## src/rtl/ddr_rd_stream_buffer_writer.sv

```systemverilog
// Accepts num_beats wide read-stream beats and writes each one into the on-chip
// buffer as R narrower words, least significant first, at consecutive wrapping addresses.
module ddr_rd_stream_buffer_writer #(
  parameter int C_M_AXI_DATA_WIDTH = 512,
  parameter int BUF_DATA_WIDTH     = 256,
  parameter int BUF_ADDR_WIDTH     = 12,
  parameter int C_BEAT_CNT_WIDTH   = 16
) (
  input  logic                          clk,
  input  logic                          reset,
  input  logic                          start,
  input  logic [BUF_ADDR_WIDTH-1:0]     base_addr,
  input  logic [C_BEAT_CNT_WIDTH-1:0]   num_beats,
  output logic                          busy,
  output logic                          done,
  output logic                          err_tlast,
  input  logic                          rd_tvalid,
  output logic                          rd_tready,
  input  logic [C_M_AXI_DATA_WIDTH-1:0] rd_tdata,
  input  logic                          rd_tlast,
  output logic                          buf_we,
  output logic [BUF_ADDR_WIDTH-1:0]     buf_waddr,
  output logic [BUF_DATA_WIDTH-1:0]     buf_wdata
);

  localparam int R   = C_M_AXI_DATA_WIDTH / BUF_DATA_WIDTH;
  localparam int K_W = (R > 1) ? $clog2(R) : 1;
  localparam logic [K_W-1:0] K_LAST = K_W'(R - 1);

  typedef enum logic [1:0] {IDLE, ACCEPT, SPLIT, DONE} state_t;

  state_t                        state_reg, state_next;
  logic [BUF_ADDR_WIDTH-1:0]     ptr_reg, ptr_next;
  logic [C_BEAT_CNT_WIDTH-1:0]   num_reg, num_next;
  logic [C_BEAT_CNT_WIDTH-1:0]   wr_cnt_reg, wr_cnt_next;
  logic [C_BEAT_CNT_WIDTH-1:0]   acc_cnt_reg, acc_cnt_next;
  logic [C_M_AXI_DATA_WIDTH-1:0] beat_reg, beat_next;
  logic [K_W-1:0]                k_reg, k_next;
  logic                          err_reg, err_next;

  logic                          last_sub;
  logic                          beats_left;
  logic                          hs;
  logic [C_BEAT_CNT_WIDTH-1:0]   wr_cnt_inc;
  logic [C_BEAT_CNT_WIDTH-1:0]   acc_cnt_inc;
  logic [BUF_DATA_WIDTH-1:0]     sub_words [R];

  for (genvar gi = 0; gi < R; gi++) begin : g_sub
    assign sub_words[gi] = beat_reg[gi*BUF_DATA_WIDTH +: BUF_DATA_WIDTH];
  end

  assign wr_cnt_inc  = wr_cnt_reg + 1'b1;
  assign acc_cnt_inc = acc_cnt_reg + 1'b1;
  assign last_sub    = (state_reg == SPLIT) && (k_reg == K_LAST);
  // acc_cnt counts handshakes, so it also caps acceptance at num_beats
  assign beats_left  = (acc_cnt_reg != num_reg);
  assign rd_tready   = (state_reg == ACCEPT) || (last_sub && beats_left);
  assign hs          = rd_tvalid && rd_tready;

  assign buf_we    = (state_reg == SPLIT);
  assign buf_waddr = ptr_reg;
  assign buf_wdata = buf_we ? sub_words[k_reg] : '0;
  assign busy      = (state_reg == ACCEPT) || (state_reg == SPLIT);
  assign done      = (state_reg == DONE);
  assign err_tlast = err_reg;

  always_comb begin
    state_next   = state_reg;
    ptr_next     = ptr_reg;
    num_next     = num_reg;
    wr_cnt_next  = wr_cnt_reg;
    acc_cnt_next = acc_cnt_reg;
    beat_next    = beat_reg;
    k_next       = k_reg;
    err_next     = err_reg;

    case (state_reg)
      IDLE: begin
        if (start) begin
          num_next     = num_beats;
          ptr_next     = base_addr;
          wr_cnt_next  = '0;
          acc_cnt_next = '0;
          err_next     = 1'b0;
          state_next   = (num_beats == '0) ? DONE : ACCEPT;
        end
      end
      ACCEPT: begin
        if (hs) state_next = SPLIT;
      end
      SPLIT: begin
        ptr_next = ptr_reg + 1'b1;
        if (last_sub) begin
          k_next      = '0;
          wr_cnt_next = wr_cnt_inc;
          if (wr_cnt_inc == num_reg) state_next = DONE;
          else if (!hs)              state_next = ACCEPT;
        end else begin
          k_next = k_reg + 1'b1;
        end
      end
      DONE: state_next = IDLE;
      default: state_next = IDLE;
    endcase

    // A handshake can only occur in ACCEPT or on a final SPLIT cycle
    if (hs) begin
      beat_next    = rd_tdata;
      k_next       = '0;
      acc_cnt_next = acc_cnt_inc;
      if (rd_tlast != (acc_cnt_inc == num_reg)) err_next = 1'b1;
    end
  end

  always_ff @(posedge clk) begin
    if (reset) begin
      state_reg   <= IDLE;
      ptr_reg     <= '0;
      num_reg     <= '0;
      wr_cnt_reg  <= '0;
      acc_cnt_reg <= '0;
      beat_reg    <= '0;
      k_reg       <= '0;
      err_reg     <= 1'b0;
    end else begin
      state_reg   <= state_next;
      ptr_reg     <= ptr_next;
      num_reg     <= num_next;
      wr_cnt_reg  <= wr_cnt_next;
      acc_cnt_reg <= acc_cnt_next;
      beat_reg    <= beat_next;
      k_reg       <= k_next;
      err_reg     <= err_next;
    end
  end

endmodule

```

## config.mk

```make
export PLATFORM = sky130hd
export DESIGN_NAME = ddr_rd_stream_buffer_writer
export DESIGN_NICKNAME = d
export VERILOG_FILES = /design/src/rtl/ddr_rd_stream_buffer_writer.sv
export SDC_FILE = /design/constraint.sdc
export NUM_CORES = 1
export LEC_CHECK = 0
export CAP_MARGIN = 20
export CORE_AREA = 3 3 320 322
export DETAILED_ROUTE_END_ITERATION = 8
export DIE_AREA = 0 0 323 325
export MAX_ROUTING_LAYER = met4
export PLACE_DENSITY = 0.47
export SETUP_SLACK_MARGIN = 0.4
export SYNTH_ARGS = -nofsm -noshare
export SYNTH_HDL_FRONTEND = slang
export SYNTH_SLANG_ARGS = --single-unit
```

## constraint.sdc

```tcl
create_clock -name clk -period 6.15 [get_ports clk]
set_input_delay 1.845 -clock clk [delete_from_list [all_inputs] [get_ports clk]]
set_output_delay 1.845 -clock clk [all_outputs]
set_load 0.05 [all_outputs]
```

* After elaboration in Yosys (flattened, before gate mapping)
Cells that the tools add are included.
** Storage, ports and cells
- Word-level logic and storage cells :: 64
- Flip-flop bits (word level) :: 576
- Input bits :: 545
- Output and inout port bits :: 273
** Cells by class
- Order comparisons :: 1
- Equal/unequal tests :: 11
- Multiplexer cells :: 23
- Bitwise operators :: 1
- Reduce and logical (&&, ||, !) cells :: 16
- Add/sub/neg operators :: 4
** Operators by type and width (count)
- $mux 256 :: 4
- $mux 16 :: 4
- $add 16x1->16 const B :: 2
- $eq 16x16->1 :: 2
- $pmux 16 s2 :: 1
- $pmux 12 s2 :: 1
- $logic_not 16->1 :: 1
- $ne 16x16->1 :: 1
- $add 12x1->12 const B :: 1
- $mux 12 :: 1
- $mux 2 :: 6
- $pmux 2 s4 :: 1
- $reduce_and 2->1 :: 3
- $reduce_bool 2->1 :: 3
- $mux 1 :: 5
- $eq 2x2->1 const B :: 2
- $ne 2x2->1 const B :: 2
- $reduce_and 4->1 :: 1
- $logic_and 1x1->1 :: 3
- $ne 3x2->1 const B :: 1
- $reduce_and 3->1 :: 1
- $eq 2x1->1 const B :: 1
- $ge 2x2->1 const B :: 1
- $logic_not 2->1 :: 1
- 6 further kinds :: 7

* Longest topological paths before layout
- Depth after elaboration :: 9
- Depth in mapped cells :: 12

* Worst setup path before layout
Ideal clock, no wire load.
- Path kind :: register to output
- From :: register state_reg[0]
- To :: output buf_wdata[225]
- Cell stages (with the launch flop) :: 9
- Required time :: 4305 ps
- Slack :: 1760 ps
- Data arrival time :: 2545 ps
- Cells stage by stage :: dfxtp_1 -> inv_1 -> ha_1 -> clkbuf_1 -> inv_2 -> clkbuf_1 -> clkbuf_1 -> buf_1 -> nor2_1
** Between the ends
- Longest elaborated chain between the ends :: 2
** RTL lines
- start, declared :: line 32 : state_t state_reg, state_next;
- start signal, assigned :: line 126 : state_reg <= state_next;
- $eq 2x2->1 :: line 60 : assign buf_we = (state_reg == SPLIT);
- net buf_we :: line 21 : output logic buf_we,
- $mux 256 :: line 62 : assign buf_wdata = buf_we ? sub_words[k_reg] : '0;
- end, declared :: line 23 : output logic [BUF_DATA_WIDTH-1:0] buf_wdata
The timed path passes the listed nets, and every way through them passes these cells.

* Final worst setup path
- From :: register acc_cnt_reg[5]
- To :: output rd_tready
** Between the ends
- Longest elaborated chain between the ends :: 3
** RTL lines
- start, declared :: line 36 : logic [C_BEAT_CNT_WIDTH-1:0] acc_cnt_reg, acc_cnt_next;
- start signal, assigned :: line 130 : acc_cnt_reg <= acc_cnt_next;
- $ne 16x16->1 :: line 56 : assign beats_left = (acc_cnt_reg != num_reg);
- $logic_and 1x1->1 :: line 57 : assign rd_tready = (state_reg == ACCEPT) || (last_sub && beats_left);
- $logic_or 1x1->1 :: line 57
- end, declared :: line 18 : output logic rd_tready,
Every way passes these cells.

==> results.ini <==
[logic_synthesis]
avgSynthCellArea_um2=7.55
synthAdderAreaFrac_pct=0.345
yosys-top-cells-area=dfxtp_1, nand2_1, a21oi_1, mux2i_1, nor2_1
synth_edf_count=0
ys_ff_latch=576
async_reset_ff_share_pct=0
synth_xor_area_share_pct=1.55
yosysTopAreaCell=dfxtp_1
ys.flop_type=dfxtp_1
synth_compound_area_share_pct=13.8
yosysUniqueCellTypes=64
syn_inst=3360
synth_top_family_by_area=simple AND/OR/NAND/NOR gates
synth-simple-area-share_pct=24.0
syn-cell-area_mm2=0.0254
synth_warnings=0
synth_top_area_share_pct=45.5
netlist_top_cells_count=nand2_1, dfxtp_1, a21oi_1, nor2_1, mux2i_1
yosysMostFrequentCell=nand2_1
synth_seq_area_share_pct=45.5
muxShareOfSynthArea_pct=10.2
syn-num-nets=3912

[routing]
vias=24823
drc=0
dr.pass1.iters=5
wl_mm=105
vias_per_cell=4.57
post_drt_wl_per_cell_um=19.4
drtAntennaViolNets=0
dr.first_iter.drc_count=1537

[setup_path]
crit_fanout=11
crit_path_end_kind=primary output
crit_required_ps=4300
arrival_ps=3470
path_class=reg -> out
start_kind=register

[layout]
multi_input_comb_area_mm2=0.0127
largest_reg_flops=512
syn_to_final_growth_pct=46.1
nNetsFinal=4573
final_util_pct=37.1
regArea_mm2=0.0115
stdcell_count=5427
drive_gt1_share_pct=4.07
n_fill_cell=10587

[power_and_ir_drop]
swShare_pct=35.7
cellPowerDensity_mw_per_mm2=348
power.internal_mw=8.30
p_leak_nw=11.9
comb_power_share_pct=30.7
clockPowerShare_pct=33.3
p_seq_share_pct=35.9
p_sw_mw=4.60
peakVddDrop_mv=0.194

[sta]
relSlewSlack_pct=22.1
finalMaxSlewViolations=0
hold_viol=0
fmax_mhz=188
tightest_slew_ps=1170
fin_crit_sh_pct=86.4
rsz0062_at_grt=false
setup_viol=0
fin_hold_ws_ps=451
finalSetupTns_ps=0
period_minus_slack_ps=5310
skew_ps=17.8

[job]
drv_cap=0

[cts]
ctsHoldBuffers=0
clkSlewWorstSetupHoldPaths_ps=60
cts.repair.resized=0
worst_skew_pair.late_latency_ps=620
cts_setup_buffers=0
cts_tree=built
cts_sinks=576
cts_max_level=3
root_buffer=clkbuf_16
cts_buffer_depth=3
cts_inserted_buffers=72

[global_routing]
grt_max_degree=182
grt_pass1_wl_mm=154
grt_usage_pct=19.7
grt_pass1_vias=24046
antenna_found_initial=55
overflow=0

[place]
dp.cells=5245
port_buffers=817
place.gp.congestion=0.846
dpl.hpwl_mm=74.9

[die]
core_mm2=0.0999
fp.dieH_um=325
initial_utilization_pct=25.4
die_w_um=323
die-area_mm2=0.105
fp-row-count=116
ioPinCount=818

[status]
outcome=finished clean

[hold_path]
hold_path.class=reg -> reg

-- metal layers --
metal	share of wire (%)	routed length [um]	GRT usage [%]	vias up
met5	0	0	-	-
met4	3.0	3130	7.43	0
met3	7.9	8340	6.18	136
met2	49	51300	32.4	693
met1	40	42600	22.3	11506
li1	-	-	-	12488
-- metrics by stage --
stage	worst slack [ps]	area, um2	total power, mW
final	835	37100	12.9
after global routing	697	37100	13.6
after CTS	784	36900	13.1
after detailed placement	1510	34500	8.75
after global placement	1400	34500	8.73
after floorplan	1760	25400	7.26
-- cell type report --
cell class | instances | share of cell area [%]
multi-input cells | 2506 | 34.1
flip-flops and latches | 576 | 31.1
repair buffers | 857 | 23.5
clock buffers | 109 | 5.90
well taps | 1298 | 4.38
clock inverters | 18 | 0.496
diodes | 55 | 0.371
inverters | 8 | 0.101
-- power by group through the flow --
stage          logic (mW)  registers, mW  clock network, mW
2_1_floorplan        2.60           4.66                  0
3_3_place_gp         4.01           4.72                  0
3_5_place_dp         4.02           4.73                  0
4_1_cts              4.03           4.65               4.45
5_1_grt              4.33           4.71               4.61
6_report             3.96           4.64               4.30
-- critical path, cell delays in order, from the launching register on --
cell and delay (ps):
dfxtp_1 560, xor2_1 170, a2111oi_0 670, a31oi_1 340
or2_2 370, clkdlybuf4s50_1 730
-- cell usage in the layout, fill, tap and decap left out, types with 5 or more instances in the layout --
| cell | count |
|---|---|
| inv_1 | 7 |
| clkbuf_16 | 77 |
| a311oi_1 | 7 |
| a21oi_1 | 571 |
| clkinv_2 | 10 |
| xor2_1 | 20 |
| nand3b_1 | 9 |
| a31oi_1 | 10 |
| buf_12 | 17 |
| clkdlybuf4s50_1 | 816 |
| o21ai_0 | 30 |
| clkbuf_8 | 14 |
| or3_1 | 5 |
| nand2_1 | 1101 |
| clkbuf_1 | 18 |
| dfxtp_1 | 575 |
| diode_2 | 55 |
| nor3_1 | 18 |
| nand2b_1 | 5 |
| and3_1 | 7 |
| and4_1 | 5 |
| nand3_1 | 21 |
| nand4_1 | 10 |
| buf_4 | 23 |
| xnor2_1 | 25 |
| mux2i_1 | 257 |
| ha_1 | 7 |
| nor4_1 | 13 |
| a211oi_1 | 14 |
| nor2_1 | 314 |
-- kinds of logic after synthesis --
logic type,Yosys count
adders and majority gates,7
xor gates and xnor gates,45
muxes,258
buffers and inverters,278
and+or+nand+nor,1532
DFF,576
AOI/OAI and AO/OA,664
-- final timing paths --
| path | from | endpoint | slack (ps) | cells after the start |
|---|---|---|---|---|
| setup / recovery | acc_cnt_reg[5] | rd_tready | 840 | 5 |
| hold / removal | beat_reg[300] | beat_reg[300] | 450 | 2 |
| setup reg to reg | acc_cnt_reg[5] | beat_reg[368] | 2310 | 7 |
| hold reg to reg | beat_reg[300] | beat_reg[300] | 450 | 2 |
(Power assumes the default switching activity.)
